File: config.mk
export PLATFORM = sky130hd
export DESIGN_NAME = uart_axi_bridge
export DESIGN_NICKNAME = d
export VERILOG_FILES = /design/src/rtl/uart_axi_bridge.sv
export SDC_FILE = /design/constraint.sdc
export NUM_CORES = 1
export LEC_CHECK = 0
export BUFFER_PORTS_ARGS = -buffer_cell sky130_fd_sc_hd__buf_2
export CAP_MARGIN = 20
export CORE_MARGIN = 2
export CORE_UTILIZATION = 54
export DETAILED_ROUTE_END_ITERATION = 7
export PLACE_DENSITY = 0.8
export SLEW_MARGIN = 15
export SYNTH_ARGS = -nofsm -noshare
export SYNTH_HDL_FRONTEND = slang
export SYNTH_SLANG_ARGS = --single-unit
File: constraint.sdc
create_clock -name clk -period 2.91 [get_ports clk]
set_input_delay 0.582 -clock clk [delete_from_list [all_inputs] [get_ports clk]]
set_output_delay 0.582 -clock clk [all_outputs]
set_load 0.02 [all_outputs]
File: src/rtl/uart_axi_bridge.sv
// UART byte-stream command engine driving single-beat AXI-lite bursts (W/R/X commands).
// Optional inter-byte timeout is compiled in with `define UART_AXI_TIMEOUT_EN.
module uart_axi_bridge #(
   parameter int unsigned ADDR_W         = 18,
   parameter int unsigned DATA_W         = 16,
   parameter int unsigned MAX_BURST      = 256,
   parameter int unsigned TIMEOUT_CYCLES = 10000000,
   parameter int unsigned RST_PULSE      = 16
) (
   input  logic              clk,
   input  logic              rst,
   input  logic [7:0]        uart_rx,
   input  logic              uart_rx_valid,
   output logic              uart_rx_ready,
   output logic [7:0]        uart_tx,
   output logic              uart_tx_valid,
   input  logic              uart_tx_ready,
   output logic [ADDR_W-1:0] axi_aw_addr,
   output logic              axi_aw_valid,
   input  logic              axi_aw_ready,
   output logic [DATA_W-1:0] axi_w_data,
   output logic              axi_w_valid,
   input  logic              axi_w_ready,
   input  logic [1:0]        axi_b_resp,
   input  logic              axi_b_valid,
   output logic              axi_b_ready,
   output logic [ADDR_W-1:0] axi_ar_addr,
   output logic              axi_ar_valid,
   input  logic              axi_ar_ready,
   input  logic [DATA_W-1:0] axi_r_data,
   input  logic [1:0]        axi_r_resp,
   input  logic              axi_r_valid,
   output logic              axi_r_ready,
   output logic              axi_resetn,
   output logic              busy
);

   localparam int unsigned AB     = (ADDR_W + 7) / 8;
   localparam int unsigned DB     = (DATA_W + 7) / 8;
   localparam int unsigned TXW    = DB * 8;
   localparam int unsigned CNT_W  = 2;
   localparam int unsigned PCNT_W = $clog2(RST_PULSE + 1);

   localparam logic [7:0] OP_W = 8'h57;
   localparam logic [7:0] OP_R = 8'h52;
   localparam logic [7:0] OP_X = 8'h58;

   typedef enum logic [3:0] {
      S_IDLE, S_ADDR, S_COUNT, S_WDATA, S_AXI_W, S_AXI_B,
      S_AXI_AR, S_AXI_R, S_TXDATA, S_TXSTAT, S_RSTPULSE
   } state_t;

   typedef enum logic [1:0] {ST_KE, ST_QM, ST_TO} stat_t;

   state_t              r_state, w_state_nxt;
   stat_t               r_stat_sel;
   logic [ADDR_W-1:0]   r_addr;
   logic [DATA_W-1:0]   r_wdata;
   logic [TXW-1:0]      r_rdata_sr;
   logic [CNT_W-1:0]    r_cnt;
   logic [PCNT_W-1:0]   r_pcnt;
   logic [7:0]          r_wleft;
   logic                r_is_wr, r_err;
   logic                r_rx_ready, r_b_ready, r_r_ready, r_busy, r_axi_resetn;
   logic                r_aw_valid, r_w_valid, r_ar_valid;
   logic                r_tx_valid;
   logic [7:0]          r_tx_data;

   logic                w_rx_fire, w_tx_fire, w_b_fire, w_r_fire;
   logic                w_aw_fin, w_w_fin, w_timeout;
   logic [7:0]          w_count_clamped, w_stat_byte;
   logic                w_rx_ready_d, w_b_ready_d, w_r_ready_d, w_busy_d, w_resetn_d;

   assign w_rx_fire = uart_rx_valid && r_rx_ready;
   assign w_tx_fire = r_tx_valid && uart_tx_ready;
   assign w_b_fire  = axi_b_valid && r_b_ready;
   assign w_r_fire  = axi_r_valid && r_r_ready;
   assign w_aw_fin  = !r_aw_valid || axi_aw_ready;
   assign w_w_fin   = !r_w_valid || axi_w_ready;

   assign w_count_clamped = (32'(uart_rx) >= 32'(MAX_BURST)) ? 8'(MAX_BURST - 1) : uart_rx;

   always_comb begin
      w_stat_byte = 8'h4B;
      case (r_stat_sel)
         ST_KE:   w_stat_byte = r_err ? 8'h45 : 8'h4B;
         ST_QM:   w_stat_byte = 8'h3F;
         ST_TO:   w_stat_byte = 8'h54;
         default: w_stat_byte = 8'h4B;
      endcase
   end

`ifdef UART_AXI_TIMEOUT_EN
   // Counts idle cycles while a command is being received; reloads on every byte.
   logic [31:0] r_to_cnt;
   logic        w_rx_phase;
   assign w_rx_phase = (r_state == S_ADDR) || (r_state == S_COUNT) || (r_state == S_WDATA);
   always_ff @(posedge clk) begin
      if (rst || w_rx_fire || !w_rx_phase) r_to_cnt <= 32'd0;
      else                                 r_to_cnt <= r_to_cnt + 32'd1;
   end
   assign w_timeout = w_rx_phase && !w_rx_fire && (r_to_cnt >= 32'(TIMEOUT_CYCLES - 1));
`else
   logic w_unused_timeout;
   assign w_unused_timeout = ^(32'(TIMEOUT_CYCLES));
   assign w_timeout        = 1'b0;
`endif

   // State register
   always_ff @(posedge clk) begin
      if (rst) r_state <= S_IDLE;
      else     r_state <= w_state_nxt;
   end

   // Next-state logic
   always_comb begin
      w_state_nxt = r_state;
      case (r_state)
         S_IDLE: if (w_rx_fire) begin
            if (uart_rx == OP_W || uart_rx == OP_R) w_state_nxt = S_ADDR;
            else if (uart_rx == OP_X)               w_state_nxt = S_RSTPULSE;
            else                                    w_state_nxt = S_TXSTAT;
         end
         S_ADDR: begin
            if (w_timeout)                             w_state_nxt = S_TXSTAT;
            else if (w_rx_fire && r_cnt == '0)         w_state_nxt = S_COUNT;
         end
         S_COUNT: begin
            if (w_timeout)      w_state_nxt = S_TXSTAT;
            else if (w_rx_fire) w_state_nxt = r_is_wr ? S_WDATA : S_AXI_AR;
         end
         S_WDATA: begin
            if (w_timeout)                     w_state_nxt = S_TXSTAT;
            else if (w_rx_fire && r_cnt == '0) w_state_nxt = S_AXI_W;
         end
         S_AXI_W:    if (w_aw_fin && w_w_fin) w_state_nxt = S_AXI_B;
         S_AXI_B:    if (w_b_fire) w_state_nxt = (r_wleft == 8'd0) ? S_TXSTAT : S_WDATA;
         S_AXI_AR:   if (axi_ar_ready) w_state_nxt = S_AXI_R;
         S_AXI_R:    if (w_r_fire) w_state_nxt = S_TXDATA;
         S_TXDATA:   if (w_tx_fire && r_cnt == '0)
                        w_state_nxt = (r_wleft == 8'd0) ? S_TXSTAT : S_AXI_AR;
         S_TXSTAT:   if (w_tx_fire) w_state_nxt = S_IDLE;
         S_RSTPULSE: if (r_pcnt == '0) w_state_nxt = S_TXSTAT;
         default:    w_state_nxt = S_IDLE;
      endcase
   end

   // Per-state handshake outputs, registered from the upcoming state
   always_comb begin
      w_rx_ready_d = 1'b0;
      w_b_ready_d  = 1'b0;
      w_r_ready_d  = 1'b0;
      w_busy_d     = 1'b1;
      w_resetn_d   = 1'b1;
      case (w_state_nxt)
         S_IDLE: begin
            w_rx_ready_d = 1'b1;
            w_busy_d     = 1'b0;
         end
         S_ADDR, S_COUNT, S_WDATA: w_rx_ready_d = 1'b1;
         S_AXI_B:    w_b_ready_d = 1'b1;
         S_AXI_R:    w_r_ready_d = 1'b1;
         S_RSTPULSE: w_resetn_d  = 1'b0;
         default:    ;
      endcase
   end

   // Datapath and registered outputs
   always_ff @(posedge clk) begin
      if (rst) begin
         r_stat_sel   <= ST_KE;
         r_addr       <= '0;
         r_wdata      <= '0;
         r_rdata_sr   <= '0;
         r_cnt        <= '0;
         r_pcnt       <= '0;
         r_wleft      <= 8'd0;
         r_is_wr      <= 1'b0;
         r_err        <= 1'b0;
         r_rx_ready   <= 1'b0;
         r_b_ready    <= 1'b0;
         r_r_ready    <= 1'b0;
         r_busy       <= 1'b0;
         r_axi_resetn <= 1'b0;
         r_aw_valid   <= 1'b0;
         r_w_valid    <= 1'b0;
         r_ar_valid   <= 1'b0;
         r_tx_valid   <= 1'b0;
         r_tx_data    <= 8'd0;
      end else begin
         r_rx_ready   <= w_rx_ready_d;
         r_b_ready    <= w_b_ready_d;
         r_r_ready    <= w_r_ready_d;
         r_busy       <= w_busy_d;
         r_axi_resetn <= w_resetn_d;
         if (w_timeout) r_stat_sel <= ST_TO;
         case (r_state)
            S_IDLE: if (w_rx_fire) begin
               r_is_wr    <= (uart_rx == OP_W);
               r_cnt      <= CNT_W'(AB - 1);
               r_pcnt     <= PCNT_W'(RST_PULSE - 1);
               r_stat_sel <= (uart_rx == OP_W || uart_rx == OP_R || uart_rx == OP_X) ? ST_KE : ST_QM;
            end
            S_ADDR: if (w_rx_fire) begin
               r_addr <= ADDR_W'({r_addr, uart_rx});
               r_cnt  <= r_cnt - CNT_W'(1);
            end
            S_COUNT: if (w_rx_fire) begin
               r_wleft <= w_count_clamped;
               r_cnt   <= CNT_W'(DB - 1);
            end
            S_WDATA: if (w_rx_fire) begin
               r_wdata <= DATA_W'({r_wdata, uart_rx});
               r_cnt   <= r_cnt - CNT_W'(1);
            end
            S_AXI_W: begin
               if (axi_aw_ready) r_aw_valid <= 1'b0;
               if (axi_w_ready)  r_w_valid  <= 1'b0;
            end
            S_AXI_B: if (w_b_fire) begin
               r_err  <= r_err | (axi_b_resp != 2'b00);
               r_addr <= r_addr + ADDR_W'(1);
               r_cnt  <= CNT_W'(DB - 1);
               if (r_wleft != 8'd0) r_wleft <= r_wleft - 8'd1;
            end
            S_AXI_AR: if (axi_ar_ready) r_ar_valid <= 1'b0;
            S_AXI_R: if (w_r_fire) begin
               r_rdata_sr <= TXW'(axi_r_data);
               r_err      <= r_err | (axi_r_resp != 2'b00);
               r_addr     <= r_addr + ADDR_W'(1);
               r_cnt      <= CNT_W'(DB - 1);
            end
            S_TXDATA: begin
               if (!r_tx_valid) begin
                  r_tx_valid <= 1'b1;
                  r_tx_data  <= r_rdata_sr[TXW-1 -: 8];
               end else if (uart_tx_ready) begin
                  r_tx_valid <= 1'b0;
                  r_rdata_sr <= r_rdata_sr << 8;
                  r_cnt      <= r_cnt - CNT_W'(1);
                  if (r_cnt == '0 && r_wleft != 8'd0) r_wleft <= r_wleft - 8'd1;
               end
            end
            S_TXSTAT: begin
               if (!r_tx_valid) begin
                  r_tx_valid <= 1'b1;
                  r_tx_data  <= w_stat_byte;
               end else if (uart_tx_ready) begin
                  r_tx_valid <= 1'b0;
                  r_err      <= 1'b0;
               end
            end
            S_RSTPULSE: r_pcnt <= r_pcnt - PCNT_W'(1);
            default: ;
         endcase
         // Launch address/data together on entry to the AXI request states
         if (w_state_nxt == S_AXI_W && r_state != S_AXI_W) begin
            r_aw_valid <= 1'b1;
            r_w_valid  <= 1'b1;
         end
         if (w_state_nxt == S_AXI_AR && r_state != S_AXI_AR) r_ar_valid <= 1'b1;
      end
   end

   assign uart_rx_ready = r_rx_ready;
   assign uart_tx       = r_tx_data;
   assign uart_tx_valid = r_tx_valid;
   assign axi_aw_addr   = r_addr;
   assign axi_aw_valid  = r_aw_valid;
   assign axi_w_data    = r_wdata;
   assign axi_w_valid   = r_w_valid;
   assign axi_b_ready   = r_b_ready;
   assign axi_ar_addr   = r_addr;
   assign axi_ar_valid  = r_ar_valid;
   assign axi_r_ready   = r_r_ready;
   assign axi_resetn    = r_axi_resetn;
   assign busy          = r_busy;

endmodule

Yosys cells after proc, flatten, opt, wreduce, memory -nomap -nowiden
Index checks and enable logic that the tools add are counted.
{ "word_totals": {"wordCells": 186, "inputBits": 37, "ff_bits": 90} }
{ "op_classes": {"n_addsub": 4, "n_reduce_logical": 52, "eq_ne": 39, "n_bitwise": 2, "mux": 69} }
{ "ops": {"columns": ["op", "count"], "rows": [
  ["$mux 8", 8],
  ["$mux 4", 15],
  ["$mux 18", 3],
  ["$pmux 18 s3", 1],
  ["$mux 16", 3],
  ["$pmux 4 s11", 1],
  ["$eq 4x3->1 const B", 8],
  ["$pmux 16 s2", 1],
  ["$ne 2x2->1 const B", 13],
  ["$eq 8x7->1 const B", 3],
  ["$pmux 8 s3", 1],
  ["$mux 1", 21],
  ["$pmux 7 s3", 1],
  ["$reduce_bool 2->1", 10],
  ["$add 18x1->18 const B", 1],
  ["$eq 4x2->1 const B", 4],
  ["$eq 4x4->1 const B", 4],
  ["$mux 2", 8],
  ["$pmux 8 s2", 1],
  ["$pmux 2 s6", 1],
  ["$reduce_and 2->1", 6],
  ["$logic_and 1x1->1", 10],
  ["$pmux 5 s2", 1],
  ["$reduce_bool 3->1", 3],
  ["other kinds (27)", 38]
]} }

Depth between registers and ports, before layout
{ "logic_depth": {"depth_word": 9, "ltp_mapped": 9, "mapped_depth_nobuf": 8} }

Worst setup path after synthesis
No wires, ideal clock.
{ "synth_timing": {"path_type": "reg-to-reg", "startpoint": "register r_pcnt[0]", "endpoint": "register r_busy, in the netlist busy", "setup_slack_ps": 734, "synth_period_minus_slack_ps": 2176, "stages_incl_launch_ff": 8, "setup_ps": 120, "arrival_time_ps": 2056, "path_cell_list": "dfxtp_1 -> inv_1 -> ha_1 -> or4b_2 -> a32oi_1 -> o22ai_1 -> or3_4 -> o31a_1"} }
{ "synth_between": {"elab_chain_cells": 5} }
{ "synth_lines": {"columns": ["element", "line", "rtl"], "rows": [
  ["from (decl)", "61", "logic [PCNT_W-1:0] r_pcnt;"],
  ["from (signal assigned)", "201", "r_pcnt <= PCNT_W'(RST_PULSE - 1);"],
  ["from (signal assigned)", "253", "S_RSTPULSE: r_pcnt <= r_pcnt - PCNT_W'(1);"],
  ["$logic_not 5->1", "143", "S_RSTPULSE: if (r_pcnt == '0) w_state_nxt = S_TXSTAT;"],
  ["$mux 4", "143", null],
  ["$pmux 4 s11", "118", "case (r_state)"],
  ["$logic_not 4->1", "155", "case (w_state_nxt)"],
  ["$mux 1", "155", null],
  ["to (signal assigned)", "194", "r_busy <= w_busy_d;"],
  ["to (decl)", "64", "logic r_rx_ready, r_b_ready, r_r_ready, r_busy, r_axi_resetn;"]
]} }
Every way passes these cells.
A chain may end at the register's enable or synchronous reset.

Worst setup path after layout
{ "layout_timing": {"startpoint": "register r_state[2]", "endpoint": "register r_wleft[0]"} }
{ "layout_between": {"elab_chain_cells": 3} }
{ "layout_lines": {"columns": ["element", "line", "rtl"], "rows": [
  ["from (decl)", "55", "state_t r_state, w_state_nxt;"],
  ["from (signal assigned)", "112", "else r_state <= w_state_nxt;"],
  ["$eq 4x4->1, or another cell as far along", "197", "case (r_state)"],
  ["$ne 2x2->1 (no source line) or $reduce_bool 3->1 (tied branches)", null, null],
  ["$reduce_and 7->1 (no source line)", null, null],
  ["to (signal assigned)", "209", "r_wleft <= w_count_clamped;"],
  ["to (signal assigned)", "224", "if (r_wleft != 8'd0) r_wleft <= r_wleft - 8'd1;"],
  ["to (signal assigned)", "241", "if (r_cnt == '0 && r_wleft != 8'd0) r_wleft <= r_wleft - 8'd1;"],
  ["to (decl)", "62", "logic [7:0] r_wleft;"]
]} }
Parallel ways exist; a longest one is shown, timed or not.

==> qor.txt <==
# diodes -> 0
CP startpoint kind -> flop
Mapped Nets -> 627
vias per cell -> 6.023
Multi-input gate area -> 2500 um2
CTS Buffer Depth -> 2
Starting Density -> 0.5597
total wire length -> 11970 um
grt total ovfl -> 0
sequential-to-total area share from yosys stat -> 0.3855
Synth top area share -> 0.3855
Worst Path Required -> 3.21 ns
CTS root buf -> clkbuf_8
CTS tree -> yes
Sink Count -> 89
#FFs+latches synth -> 89
count of input and output buffers -> 105
cts repair resizes -> 0
Die W -> 96.52 um
Synth-to-Final Area Change -> 14.65%
worst slew pin tran -> 0.8667 ns
drt drc -> 0
register area -> 1782 um2
DP HPWL -> 8508 um
CP max FO -> 16
crit end category -> flop
drt initial violations -> 297
global-route wire length before repair -> 19320 um
Final Skew -> 0.01668 ns
DIE HEIGHT -> 96.52 um
WP data arrival -> 2.78 ns
die area -> 9315 um2
P_leak -> 0.002122 uW
filler cell count in the final layout -> 758
Ys Warns -> 0
outcome -> completed
Net Switching -> 1340 uW
CTS clk-pin slew, worst paths -> 0.09 ns
hold crit path type -> flop to flop
biggest area consumer among synthesized cells -> dfxtp_1
nets -> 703
Worst-Skew Late Latency -> 0.37 ns
Setup violations, final -> 0
DR vias -> 4644
RePlAce Congestion -> 1.003
Ports -> 106
antenna viol nets, final -> 0
CP Class -> flop to flop
share of cells above drive strength 1 -> 0.2282
sequential share of power -> 0.415
Post-synth EDFFs -> 0
Worst VDD drop -> 0.4360 mV
Min Hold Slack -> 0.4537 ns
cell-internal power -> 2213 uW
largest net degree at the start of global routing -> 53
Hold Fails Final Rpt -> 0
Cell Area, Synth -> 4622 um2
Slew HR -> 0.4210
TritonCTS buffer count -> 9
Synth Flop Type -> dfxtp_1
Final Max Slew Viols -> 0
Mean Syn Cell Area -> 7.901 um2
Comb power frac -> 0.338
cells after synthesis -> 585
pwr/cell area -> 670.6 nW/um2
antenna violations before repair -> 0
RSZ-0062 raised after global routing -> no
Post-CTS Hold Buffers -> 0
f_max -> 402.2 MHz
Synth cell types -> 67
GRT Total Usage -> 0.2609
# H-tree levels -> 3
Sw Share -> 0.3771
clock share of power -> 0.247
dominant cells by area after synthesis -> dfxtp_1 39%, a21oi_1 7.6%, nand2_1 6.0%
core area -> 8258 um2
Tcrit/Tclk final -> 0.8543
vias in the first global route -> 4057
setup repair bufs after CTS -> 0
Max-cap violations -> 0
detailed-route wire length per cell -> 15.52 um
min Tclk post-route -> 2.486 ns
row count -> 33
TNS Setup -> 0 ns
first-pass iteration count of the detailed router -> 5
Post-synth ARST share -> 0
state kept, by name, indices dropped and copies added, names as in the netlist:
register	cells
uart_tx	8
r_state	4
axi_b_ready	1
r_rdata_sr	16
r_err	1
axi_w_valid	1
axi_aw_valid	1
r_stat_sel	1
r_cnt	2
uart_rx_ready	1
axi_r_ready	1
r_is_wr	1
r_pcnt	5
axi_w_data	16
busy	1
axi_resetn	1
axi_ar_addr	18
uart_tx_valid	1
r_wleft	8
axi_ar_valid	1
worst paths after layout:
check / startpoint / endpoint / slack (ns) / cells past startpoint
worst max-delay path: r_state[2]$_SDFF_PP0_ / r_wleft[0]$_SDFFE_PP0P_ / 0.42 / 7
worst min-delay path: axi_w_data[12]$_SDFFE_PP0P_ / axi_w_data[12]$_SDFFE_PP0P_ / 0.45 / 2
worst max register to register: r_state[2]$_SDFF_PP0_ / r_wleft[0]$_SDFFE_PP0P_ / 0.42 / 7
worst min register to register: axi_w_data[12]$_SDFFE_PP0P_ / axi_w_data[12]$_SDFFE_PP0P_ / 0.45 / 2
cells in the mapped netlist, drive strengths merged, types with 2 or more instances:
| cell | instances |
|---|---|
| ha | 5 |
| a311oi | 3 |
| dfxtp | 89 |
| o31ai | 2 |
| nor2b | 3 |
| or4b | 2 |
| nor3b | 2 |
| nand2 | 75 |
| a221oi | 2 |
| mux2i | 11 |
| or3 | 5 |
| buf | 30 |
| and3 | 5 |
| or4 | 2 |
| nor4b | 5 |
| nand2b | 8 |
| nor3 | 24 |
| clkbuf | 23 |
| nor4bb | 2 |
| a21o | 5 |
| nand3b | 3 |
| and3b | 4 |
| nand4 | 9 |
| a32o | 3 |
| a21oi | 72 |
| and2 | 5 |
| a32oi | 2 |
| nor2 | 71 |
| a22oi | 11 |
| a31oi | 2 |
| o21ai | 25 |
| o22ai | 3 |
| o21a | 3 |
| o211ai | 2 |
| a211o | 3 |
| nand3 | 11 |
| a211oi | 19 |
| o32ai | 7 |
| inv | 13 |
cell usage in the layout (no fill, tap or decap), types with 8 or more instances in the layout:
cell / synthesis / final
a211oi_1: 19 / 19
a21oi_1: 70 / 70
a22oi_1: 11 / 11
buf_2: 8 / 105
buf_4: 18 / 12
clkbuf_8: 0 / 9
dfxtp_1: 89 / 89
inv_1: 13 / 13
mux2i_1: 11 / 11
nand2_1: 74 / 74
nand2b_1: 8 / 8
nand3_1: 11 / 11
nand4_1: 9 / 9
nor2_1: 71 / 71
nor3_1: 23 / 23
o21ai_0: 25 / 25
kinds of logic after synthesis:
family | Yosys count | share of synthesized area
and+or+nand+nor | 240 | 0.2553
AOI/OAI and AO/OA | 171 | 0.2401
DFF | 89 | 0.3855
buffers and inverters | 66 | 0.07553
muxes | 12 | 0.02626
adders and majority gates | 5 | 0.01354
xor gates and xnor gates | 2 | 0.003791
critical path, stage by stage (launching register included):
cell	delay, ns
dfxtp_1	0.49
buf_4	0.25
nor3b_1	0.33
o21ba_2	0.30
a21oi_2	0.09
a211o_4	0.36
or3b_2	0.46
a21oi_1	0.14
power groups by stage:
stage	clock network, uW	logic, uW	registers (uW)
4_1_cts	884	1200	1470
5_1_grt	929	1320	1490
3_3_place_gp	0	1160	1490
6_report	876	1200	1470
2_1_floorplan	0	842	1520
3_5_place_dp	0	1190	1500
per-layer routing:
metal	GRT usage	part of all wire	vias up
met1	0.3610	0.44	2136
met3	0.03724	0.077	35
li1	-	-	2240
met2	0.4167	0.47	233
met5	0	0	-
met4	0.09155	0.022	0
cell type report:
| type | instances | share of cell area |
|---|---|---|
| sequential | 89 | 0.3362 |
| timing repair buffer | 118 | 0.1200 |
| inverter | 13 | 0.009209 |
| clock buffer | 9 | 0.02338 |
| clock inverter | 7 | 0.01464 |
| multi-input combinational | 430 | 0.4718 |
| tap | 105 | 0.02479 |
through the flow:
| stage | total power, uW | instance area (um2) | instances | util | worst slack, ns |
|---|---|---|---|---|---|
| 2_1_floorplan | 2363 | 4622 | 585 | - | 0.7342 |
| 4_1_cts | 3552 | 5299 | 771 | 0.6417 | 0.4443 |
| 6_report | 3553 | 5299 | 771 | 0.6417 | 0.4240 |
| 3_5_place_dp | 2691 | 5097 | 755 | 0.6173 | 0.4849 |
| 5_1_grt | 3744 | 5299 | 771 | 0.6417 | 0.2394 |
| 3_3_place_gp | 2654 | 5097 | 755 | 0.6173 | 0.5269 |
(Power assumes the default switching activity.)
